<file path="src/rtl/countdown_scan_display.sv">
// N-digit BCD countdown timer with expiry flag, driving a time-multiplexed
// active-low 7-segment display with leading-zero blanking and an expiry blink.
module countdown_scan_display #(
  parameter int DIGITS   = 3,
  parameter int TICK_DIV = 100000000,
  parameter int SCAN_DIV = 100000
) (
  input  logic                  orig_clk,
  input  logic                  reset,
  input  logic                  load,
  input  logic [4*DIGITS-1:0]   load_bcd,
  input  logic                  run,
  input  logic                  blank_lz,
  output logic [6:0]            seg,
  output logic [DIGITS-1:0]     an,
  output logic                  tick,
  output logic                  expired
);

  localparam int CW = 4 * DIGITS;
  localparam int TW = $clog2(TICK_DIV);
  localparam int SW = (SCAN_DIV > 1) ? $clog2(SCAN_DIV) : 1;
  localparam int IW = $clog2(DIGITS);
  localparam logic [TW-1:0] PRESC_LAST = TW'(TICK_DIV - 1);
  localparam logic [TW-1:0] PRESC_HALF = TW'(TICK_DIV / 2);
  localparam logic [TW-1:0] PRESC_ONE  = TW'(1);
  localparam logic [SW-1:0] SCAN_LAST  = SW'(SCAN_DIV - 1);
  localparam logic [SW-1:0] SCAN_ONE   = SW'(1);
  localparam logic [IW-1:0] IDX_LAST   = IW'(DIGITS - 1);
  localparam logic [IW-1:0] IDX_ONE    = IW'(1);
  localparam logic [6:0]    SEG_BLANK  = 7'b1111111;

  typedef enum logic [1:0] {
    S_IDLE    = 2'd0,
    S_PAUSE   = 2'd1,
    S_RUN     = 2'd2,
    S_EXPIRED = 2'd3
  } state_e;

  function automatic logic [CW-1:0] clamp_bcd(input logic [CW-1:0] v);
    logic [CW-1:0] r;
    r = v;
    for (int i = 0; i < DIGITS; i++) begin
      if (v[4*i +: 4] > 4'd9) begin
        r[4*i +: 4] = 4'd9;
      end else begin
        r[4*i +: 4] = v[4*i +: 4];
      end
    end
    return r;
  endfunction

  // Borrow ripples up from digit 0; a zero value is returned unchanged.
  function automatic logic [CW-1:0] bcd_dec(input logic [CW-1:0] v);
    logic [CW-1:0] r;
    logic          borrow;
    r      = v;
    borrow = (v != {CW{1'b0}});
    for (int i = 0; i < DIGITS; i++) begin
      if (borrow) begin
        if (v[4*i +: 4] == 4'd0) begin
          r[4*i +: 4] = 4'd9;
        end else begin
          r[4*i +: 4] = v[4*i +: 4] - 4'd1;
          borrow      = 1'b0;
        end
      end else begin
        r[4*i +: 4] = v[4*i +: 4];
      end
    end
    return r;
  endfunction

  function automatic logic [6:0] seg_enc(input logic [3:0] d);
    logic [6:0] s;
    case (d)
      4'd0:    s = 7'b1000000;
      4'd1:    s = 7'b1111001;
      4'd2:    s = 7'b0100100;
      4'd3:    s = 7'b0110000;
      4'd4:    s = 7'b0011001;
      4'd5:    s = 7'b0010010;
      4'd6:    s = 7'b0000010;
      4'd7:    s = 7'b1111000;
      4'd8:    s = 7'b0000000;
      4'd9:    s = 7'b0010000;
      default: s = SEG_BLANK;
    endcase
    return s;
  endfunction

  state_e            state_q, state_d;
  logic [CW-1:0]     count_q, count_d;
  logic [CW-1:0]     load_val_s, dec_s;
  logic [TW-1:0]     presc_q, presc_d;
  logic              presc_wrap_s;
  logic [SW-1:0]     scan_q, scan_d;
  logic [IW-1:0]     idx_q, idx_d;
  logic              tick_d;
  logic [3:0]        digit_s;
  logic              hi_nonzero_s, lz_s, blink_off_s;
  logic [6:0]        seg_d, seg_q;
  logic [DIGITS-1:0] an_d, an_q;
  logic              tick_q, expired_q;

  assign load_val_s   = clamp_bcd(load_bcd);
  assign dec_s        = bcd_dec(count_q);
  assign presc_wrap_s = (presc_q == PRESC_LAST);

  // Countdown FSM next state: load wins over any coincident wrap or run change.
  always_comb begin
    state_d = state_q;
    count_d = count_q;
    presc_d = presc_q;
    tick_d  = 1'b0;
    if (load) begin
      count_d = load_val_s;
      presc_d = {TW{1'b0}};
      if (load_val_s == {CW{1'b0}}) begin
        state_d = S_EXPIRED;
      end else begin
        state_d = S_PAUSE;
      end
    end else begin
      case (state_q)
        S_IDLE: begin
          state_d = S_IDLE;
        end
        S_PAUSE, S_RUN: begin
          if (run) begin
            if (presc_wrap_s) begin
              presc_d = {TW{1'b0}};
              count_d = dec_s;
              tick_d  = 1'b1;
              if (dec_s == {CW{1'b0}}) begin
                state_d = S_EXPIRED;
              end else begin
                state_d = S_RUN;
              end
            end else begin
              presc_d = presc_q + PRESC_ONE;
              state_d = S_RUN;
            end
          end else begin
            state_d = S_PAUSE;
          end
        end
        S_EXPIRED: begin
          // Prescaler keeps running here purely to time the blink.
          if (presc_wrap_s) begin
            presc_d = {TW{1'b0}};
          end else begin
            presc_d = presc_q + PRESC_ONE;
          end
        end
        default: begin
          state_d = S_IDLE;
        end
      endcase
    end
  end

  // Digit scan counter and index, free-running outside reset.
  always_comb begin
    scan_d = scan_q;
    idx_d  = idx_q;
    if (scan_q == SCAN_LAST) begin
      scan_d = {SW{1'b0}};
      if (idx_q == IDX_LAST) begin
        idx_d = {IW{1'b0}};
      end else begin
        idx_d = idx_q + IDX_ONE;
      end
    end else begin
      scan_d = scan_q + SCAN_ONE;
    end
  end

  // Segment/anode decode from next-state values so outputs track the count.
  always_comb begin
    digit_s      = 4'd0;
    hi_nonzero_s = 1'b0;
    for (int i = 0; i < DIGITS; i++) begin
      if (idx_d == IW'(i)) begin
        digit_s = count_d[4*i +: 4];
      end else begin
        digit_s = digit_s;
      end
      if ((IW'(i) >= idx_d) && (count_d[4*i +: 4] != 4'd0)) begin
        hi_nonzero_s = 1'b1;
      end else begin
        hi_nonzero_s = hi_nonzero_s;
      end
      an_d[i] = (idx_d != IW'(i));
    end
    lz_s        = blank_lz && (idx_d != {IW{1'b0}}) && !hi_nonzero_s;
    blink_off_s = (state_d == S_EXPIRED) && (presc_d >= PRESC_HALF);
    if (lz_s || blink_off_s) begin
      seg_d = SEG_BLANK;
    end else begin
      seg_d = seg_enc(digit_s);
    end
  end

  // State and registered outputs.
  always_ff @(posedge orig_clk or negedge reset) begin
    if (!reset) begin
      state_q   <= S_IDLE;
      count_q   <= {CW{1'b0}};
      presc_q   <= {TW{1'b0}};
      scan_q    <= {SW{1'b0}};
      idx_q     <= {IW{1'b0}};
      seg_q     <= SEG_BLANK;
      an_q      <= {{(DIGITS-1){1'b1}}, 1'b0};
      tick_q    <= 1'b0;
      expired_q <= 1'b0;
    end else begin
      state_q   <= state_d;
      count_q   <= count_d;
      presc_q   <= presc_d;
      scan_q    <= scan_d;
      idx_q     <= idx_d;
      seg_q     <= seg_d;
      an_q      <= an_d;
      tick_q    <= tick_d;
      expired_q <= (state_d == S_EXPIRED);
    end
  end

  assign seg     = seg_q;
  assign an      = an_q;
  assign tick    = tick_q;
  assign expired = expired_q;

endmodule

</file>
<file path="config.mk">
export PLATFORM = sky130hd
export DESIGN_NAME = countdown_scan_display
export DESIGN_NICKNAME = d
export VERILOG_FILES = /design/src/rtl/countdown_scan_display.sv
export SDC_FILE = /design/constraint.sdc
export NUM_CORES = 1
export LEC_CHECK = 0
export CAP_MARGIN = 20
export CORE_MARGIN = 2
export CORE_UTILIZATION = 49
export CTS_CLUSTER_SIZE = 14
export DETAILED_ROUTE_END_ITERATION = 16
export GPL_TIMING_DRIVEN = 1
export PLACE_DENSITY = 0.68
export SLEW_MARGIN = 10
export SYNTH_ARGS = -nofsm -noshare
export SYNTH_HDL_FRONTEND = slang
export SYNTH_SLANG_ARGS = --single-unit
</file>
<file path="constraint.sdc">
create_clock -name orig_clk -period 4.4 [get_ports orig_clk]
set_input_delay 0.88 -clock orig_clk [delete_from_list [all_inputs] [get_ports orig_clk]]
set_output_delay 0.88 -clock orig_clk [all_outputs]
set_load 0.02 [all_outputs]
</file>
==> After elaboration in Yosys (flattened, before gate mapping) <==
Memory sizes are Yosys's and may differ from the RTL's.
Index checks and enable logic that the tools add are counted.
{ "op_classes": {"addsub": 6, "order_cmp": 7, "n_eq_ne": 11, "muxes": 41, "n_reduce_logical": 21} }
{ "op_table": {"columns": ["operator", "n"], "rows": [
  ["$mux W27", 3],
  ["$pmux W27 S2", 1],
  ["$mux W12", 4],
  ["$mux W4", 12],
  ["$add A27 B1 Y27 const B", 1],
  ["$eq A27 B27 Y1 const B", 1],
  ["$ge A27 B26 Y1 const B", 1],
  ["$logic_not A12 Y1", 2],
  ["$add A17 B1 Y17 const B", 1],
  ["$eq A17 B17 Y1 const B", 1],
  ["$mux W17", 1],
  ["$gt A4 B4 Y1 const B", 3],
  ["$logic_not A4 Y1", 3],
  ["$mux W1", 12],
  ["$mux W2", 6],
  ["$reduce_bool A12 Y1", 1],
  ["$reduce_bool A4 Y1", 3],
  ["$sub A4 B1 Y4 const B", 3],
  ["$eq A2 B2 Y1 const B", 5],
  ["$mux W7", 1],
  ["$logic_and A1 B1 Y1", 6],
  ["$eq A2 B1 Y1 const B", 2],
  ["$ge A1 B2 Y1 const A", 2],
  ["$logic_not A2 Y1", 2],
  ["9 further kinds", 9]
]} }
{ "totals": {"ff_bits": 72, "mem_bits_ro": 112, "output_inout_bits": 12, "mem_count": 1} }
{ "mem_list": {"columns": ["memory", "words", "word_bits", "read_ports", "rd_clocked_by_memory_dff", "write_ports", "line_no", "rtl"], "rows": [
  ["(no name shown)", 16, 7, 1, 0, 0, "76", "case (d)"]
]} }

==> Longest topological paths before layout <==
Gate-level depths: netlist of run 1.
{ "depth": {"word_depth": 18, "ltp_mapped": 15} }

==> Worst setup path after synthesis of run 1 <==
Ideal clock, no wire load.
{ "synth_timing": {"kind": "input-to-reg", "start": "input port run", "end": "register seg_q[3], in the netlist seg[3]", "setup_ns": 0.060, "t_arrival_ns": 3.193, "t_required_ns": 4.340, "setup_slack_ns": 1.147, "path_stages": 12, "path_buffers": 1, "cell_sequence": "nand3_1 or4_1 clkbuf_1 or2_1 o21a_1 o31a_1 a22o_1 a21o_1 inv_1 ha_1 a211o_1 nand2_1"} }
{ "synth_between": {"elab_cells_between_ends": 29, "classes_between": "1 x order compare; 1 x eq/ne; 16 x mux; 10 x reduce/logical; 1 x memory"} }
{ "synth_lines": {"columns": ["element", "line_no", "rtl"], "rows": [
  ["start, declared", "12", "input logic run,"],
  ["$mux W12 (*)", "130", "if (run) begin"],
  ["$mux W12 (*)", "125", "case (state_q)"],
  ["$mux W12 (*)", "116", "if (load) begin"],
  ["via count_d[4]", "93", "logic [CW-1:0] count_q, count_d;"],
  ["parallel branches: the longest is 7 deep, another holds $mem_v2 Z16 W7", null, null],
  ["$mux W7 (*)", "198", "if (lz_s || blink_off_s) begin"],
  ["via seg_d[3]", "102", "logic [6:0] seg_d, seg_q;"],
  ["end signal, assigned", "223", "seg_q <= seg_d;"],
  ["end, declared", "102", null]
]} }
Mark *: on every way through the listed nets, which the timed path passes.

==> Worst setup path in the final report of run 1 <==
{ "layout_timing": {"start": "input port run", "end": "register seg_q[3], in the netlist seg[3]"} }
{ "layout_between": {"elab_chain_len": 12, "elab_cells_between_ends": 29, "classes_between": "1 x order compare; 1 x eq/ne; 16 x mux; 10 x reduce/logical; 1 x memory"} }
{ "layout_lines": {"columns": ["element", "line_no"], "rows": [
  ["$mux W12 (*)", "130"],
  ["$mux W12 (*)", "125"],
  ["$mux W12 (*)", "116"],
  ["via count_d[0]", "93"],
  ["parallel branches: the longest is 8 deep, another holds $mem_v2 Z16 W7", null],
  ["$mux W7 (*)", "198"],
  ["via seg_d[3]", "102"]
]} }
Marked as above.

==> summary.txt, run 1 <==
Pre-CTS setup slack: 0.301 ns
Drt drc: 0
Diodes inserted: 0
Mapped cell area: 0.00463 mm^2
Filler cell count: 842
CP max FO: 8
Worst-skew pair later-pin latency: 0.36 ns
Minimum clock period: 3.80 ns
Cell row count: 35
Maximum vdd drop: 0.000183 V
Crit path kind: input pin to register
Fin util: 0.570
TritonCTS clock tree: done
Layout Skew: 0.00954 ns
Synth top area cells: dfrtp_1 (34%), dfstp_2 (5.1%), nor2_1 (4.9%)
Final RePlAce weighted congestion: 0.898
R2R cell count: 10
PortBufs: 28
Vias: 4263
HP Class: register to register
Share of cells above drive strength 1: 0.0982
Max frequency: 0.263 GHz
Setup WS post-layout: 0.603 ns
Primary FF master, synth: dfrtp_1
Final nets: 572
Die X-Extent: 101 um
Final Slew Violations: 0
Minimum hold slack: 0.478 ns
Crit path DAT: 4.09 ns
Register area share after synthesis: 0.391
First-pass DRT Iterations: 5
Clock Path Buffers: 2
Initial antenna violation count: 0
Vias in the first global route: 4123
Die Span Y: 101 um
Post-Synthesis Net Count: 546
Sum Neg Setup Slack: 0 ns
Initial core utilization: 0.504
Type of origin of the critical path: input pin
Lkg Pwr: 2.05 nW
FF+latch count, synth: 72
Register area: 0.00181 mm^2
Relative slew slack: 0.381
Total CTS buffers: 9
Worst hold stages: 1
Max-cap violations: 0
CTS Hold Bufs: 0
DRT antenna net count: 0
HPWL Detailed: 8710 um
Worst-Margin Slew: 0.928 ns
Share of flip-flops with an asynchronous set or reset: 1.00
Area of the multi-input gates: 0.00263 mm^2
Post-CTS Setup Inserts: 0
Initial drt markers: 346
Fin. Hold Viols: 0
Final setup vio count: 0
Top-Level Pins: 29
Root Buffer: clkbuf_8
RR Startpoint: presc_q[0]
Synthesis-to-layout area growth: 13.2%
Clk pin slew, worst setup/hold paths: 0.08 ns
Pwr dens: 312 mW/mm^2
Synth cell types: 78
Pin count of the biggest net entering global routing: 73
H-tree depth: 3
Per-cell routed wire length: 18.4 um
RSZ-0062 raised after global routing: false
Placed insts: 645
Crit end category: register
Critical Path Source: run
Synthesis warning total: 0
Post-Layout Cell Count: 661
Status: finished clean
Post-CTS Resized: 0
GR Overflow Total: 0
Total track usage: 0.256
Worst path required time: 4.70 ns
Drt via density: 6.45
Core Region: 0.00920 mm^2
Final period utilization: 0.863
Total wire length: 12200 um
Area leader, netlist: dfrtp_1
Number of synthesized flops with an enable pin: 0
Post-synth top area share: 0.340
Hold path start: scan_q[0]
Synthesized instance count: 519
Die Area: 0.0102 mm^2
First-pass GRT wire length: 20800 um
Syn avg cell area: 8.92 um^2
Clock sinks: 72
cell usage in the layout (no fill, tap or decap), types with 16 or more instances in the layout:
master,Yosys,final
inv_1,21,21
nor2_1,60,60
nor3_1,16,16
dfrtp_1,63,63
clkdlybuf4s50_1,0,27
nand4_1,19,19
a21oi_1,22,22
nand3_1,22,22
nand2_1,35,35
o21ai_0,30,30
worst max-delay path, cell delays in order:
cell and delay, ns:
clkdlybuf4s50_1 0.57, nand3_1 0.10, or4_1 0.57, or2_1 0.33, a311oi_1 0.31, a211oi_1 0.10, a31oi_1 0.26, a21o_1 0.23
inv_1 0.10, ha_1 0.30, a211o_1 0.27, nand2_1 0.07
final timing paths:
| kind | endpoint | slack (ns) |
|---|---|---|
| max | seg[3] | 0.60 |
| max reg2reg | seg[5] | 0.62 |
| min in group asynchronous | count_q[7] | 0.63 |
| min | scan_q[0] | 0.48 |
| min reg2reg | scan_q[0] | 0.48 |
| max in group asynchronous | count_q[11] | 3.13 |
flip-flops by register name, indices dropped and copies added, names as in the netlist:
signal,cells
an,3
count_q,12
expired,1
idx_q,2
presc_q,27
scan_q,17
seg,7
state_q,2
tick,1
through the flow:
stage / power [mW] / area [um^2]
3_3_place_gp: 1.01 / 5010
2_1_floorplan: 0.909 / 4630
3_5_place_dp: 1.02 / 5010
6_report: 1.64 / 5250
5_1_grt: 1.71 / 5250
4_1_cts: 1.65 / 5250
layout make-up:
class | instances | area share
Multi-Input combinational cell | 406 | 0.502
Sequential cell | 72 | 0.346
Timing Repair Buffer | 35 | 0.0654
Clock buffer | 11 | 0.0289
Tap cell | 111 | 0.0265
Clock inverter | 5 | 0.0165
Inverter | 21 | 0.0150
where the power goes:
part	switching, mW	internal [mW]
Clock	0.271	0.355
Combinational	0.177	0.105
Sequential	0.0337	0.694
Total	0.481	1.15
logic make-up after synthesis:
kind of cell               Yosys count  share of synthesized area
muxes                                7                     0.0151
DFF                                 72                      0.391
adders and majority gates           10                     0.0270
and+or+nand+nor                    244                      0.297
xor gates and xnor gates            14                     0.0265
buffers and inverters               41                     0.0400
AOI/OAI and AO/OA                  131                      0.203
cell usage after synthesis, drive strengths merged, types with 3 or more instances:
master    n
nor4b     3
and4     10
a32oi     4
and3      8
ha       10
o41ai     3
a21oi    22
nand4    19
nand3b    3
a22oi     6
o21ai    35
xnor2     8
buf       8
a21o      5
nor3b     3
dfrtp    63
or4b      3
a211oi    6
or4       9
mux2i     7
nand2    36
nand2b    4
a2111oi   3
o31a      4
xor2      6
nor2b    10
nor4     18
a31oi     9
nor2     60
o211ai    3
inv      21
clkbuf   12
nand3    22
nand4b    3
dfstp     9
or3      10
nor3     16
a311oi    4
per-layer routing:
layer | GRT usage | up-vias | wire (um)
met4 | 0.0894 | 0 | 163
met5 | 0 | - | 0
met3 | 0.0566 | 14 | 826
met2 | 0.385 | 176 | 5630
met1 | 0.366 | 2052 | 5560
li1 | - | 2021 | -
(Power assumes the default switching activity.)
==> run 2: changes to the inputs <==
Settings changed: SLEW_MARGIN 10 to 25.
==> run 2 against run 1 <==
First-iteration DRC count is the same; cell area barely moved; sequential cell count did not move; fmax about the same; worst hold slack stayed put; die area stayed put; count of clock-buffer cells in the layout did not move; routed wire length rose by 0.14%; combinational power about the same; clock power hardly changed; utilization about the same; critical path depth unchanged; largest power group unchanged.
==> summary.txt, run 2 (synthesis results as in run 1) <==
Worst path required time: 4.70 ns (about the same)
Critical Path Source: run
Maximum vdd drop: 0.000183 V (about the same)
Slowest cell on crit path: clkdlybuf4s50_1
Post-Layout Cell Count: 661 (unchanged)
Worst-Margin Slew: 0.845 ns (-0.0835 ns)
Final nets: 572 (unchanged)
Crit path buf inv count: 2 (unchanged)
Total CTS buffers: 9 (unchanged)
Hold path start: scan_q[0]
R2R cell count: 10 (unchanged)
Worst hold stages: 1 (unchanged)
Register area: 0.00181 mm^2 (unchanged)
Die Area: 0.0102 mm^2 (unchanged)
Max frequency: 0.263 GHz (about the same)
Pwr Total: 1.64 mW (about the same)
Crit path DAT: 4.09 ns (about the same)
Core Region: 0.00920 mm^2 (unchanged)
Max incr delay on CP: 0.57 ns (about the same)
Per-cell routed wire length: 18.5 um (+0.14%)
Final setup vio count: 0 (unchanged)
HPWL Detailed: 8710 um (unchanged)
Minimum hold slack: 0.478 ns (unchanged)
PortBufs: 28 (unchanged)
RR Startpoint: presc_q[0]
Critical Path Stages: 12 (unchanged)
Worst-skew pair later-pin latency: 0.35 ns (about the same)
Drt drc: 0 (unchanged)
H-tree depth: 3 (unchanged)
Fin. Hold Viols: 0 (unchanged)
Root Buffer: clkbuf_8
Area of the multi-input gates: 0.00263 mm^2 (unchanged)
Layout Skew: 0.00873 ns (-0.000814 ns)
CTS Hold Bufs: 0 (unchanged)
Filler cell count: 840 (-0.24%)
Pin count of the biggest net entering global routing: 73 (unchanged)
CP top delay family: compound AO/OA/AOI/OAI gates
GR Overflow Total: 0 (unchanged)
Final Slew Violations: 0 (unchanged)
First-pass GRT wire length: 20800 um (unchanged)
Post-CTS Resized: 0 (unchanged)
Lkg Pwr: 2.06 nW (about the same)
Share of cells above drive strength 1: 0.0982 (unchanged)
Sum Neg Setup Slack: 0 ns (unchanged)
Post-CTS Setup Inserts: 0 (unchanged)
Clock sinks: 72 (unchanged)
Commonest non-fill, non-tap cell in the layout: dfrtp_1
Final RePlAce weighted congestion: 0.898 (unchanged)
Pwr dens: 312 mW/mm^2 (about the same)
Max reg flops: 27 (unchanged)
DRT antenna net count: 0 (unchanged)
Fin util: 0.571 (about the same)
Most flop-heavy register: presc_q
Diodes inserted: 0 (unchanged)
Top-Level Pins: 29 (unchanged)
Initial core utilization: 0.504 (unchanged)
Vias in the first global route: 4123 (unchanged)
HP Class: register to register
Cell row count: 35 (unchanged)
Die Span Y: 101 um (unchanged)
RSZ-0062 raised after global routing: false
Initial drt markers: 346 (unchanged)
Max-cap violations: 0 (unchanged)
Minimum clock period: 3.80 ns (+0.000854 ns)
Relative slew slack: 0.436 (+0.0545)
CP max FO: 8 (unchanged)
Total wire length: 12200 um (+0.14%)
Status: finished clean
Placed insts: 645 (unchanged)
Total track usage: 0.256 (unchanged)
First-pass DRT Iterations: 5 (unchanged)
Clk pin slew, worst setup/hold paths: 0.08 ns (about the same)
Vias: 4262 (-0.023%)
Clock Path Buffers: 2 (unchanged)
Synthesis-to-layout area growth: 13.3% (about the same)
Crit end category: register
Type of origin of the critical path: input pin
Final period utilization: 0.863 (about the same)
Crit path kind: input pin to register
Drt via density: 6.45 (about the same)
Crit-path cells: clkdlybuf4s50_1 -> nand3_1 -> or4_1 -> or2_1 -> a311oi_1 -> a211oi_1 -> a31oi_1 -> a21o_1 -> inv_1 -> ha_1 -> a211o_1 -> nand2_1
TritonCTS clock tree: done
Die X-Extent: 101 um (unchanged)
Biggest registers after layout: presc_q (27), scan_q (17), count_q (12)
Commonest cells after routing, fill and taps aside: dfrtp_1 (63), nor2_1 (60), nand2_1 (35)
Initial antenna violation count: 0 (unchanged)
## run 2: area by class of cell
class	instances	share of cell area
clock buffer	11	0.0288
clock inverter	5	0.0164
inverter	21	0.0150
multi-input combinational	406	0.502
sequential	72	0.345
tap	111	0.0265
timing repair buffer	35	0.0660
## run 2: final timing paths
kind,endpoint,slack [ns]
setup / recovery,seg[3],0.60
hold / removal,scan_q[0],0.48
setup reg to reg,seg[5],0.61
hold reg to reg,scan_q[0],0.48
max in group asynchronous,count_q[11],3.38
min in group asynchronous,count_q[7],0.51
## run 2: per-stage QoR
| stage | setup slack, ns | area (um^2) |
|---|---|---|
| after floorplan | 1.15 | 4630 |
| after global placement | 0.423 | 5010 |
| after detailed placement | 0.301 | 5010 |
| after CTS | 0.663 | 5250 |
| after global routing | 0.352 | 5250 |
| final | 0.602 | 5250 |
## run 2: routing by layer
metal / routed length [um] / up-vias / GRT usage / part of all wire
li1: - / 2023 / - / -
met1: 5530 / 2051 / 0.366 / 0.45
met2: 5630 / 174 / 0.385 / 0.46
met3: 882 / 14 / 0.0566 / 0.072
met4: 163 / 0 / 0.0894 / 0.013
met5: 0 / - / 0 / 0
## run 2: where the power goes
part	internal [mW]	leakage (nW)	switching, mW	total [mW]
Clock	0.355	0.121	0.270	0.626
Combinational	0.106	1.00	0.177	0.283
Sequential	0.694	0.932	0.0336	0.728
Total	1.16	2.06	0.481	1.64
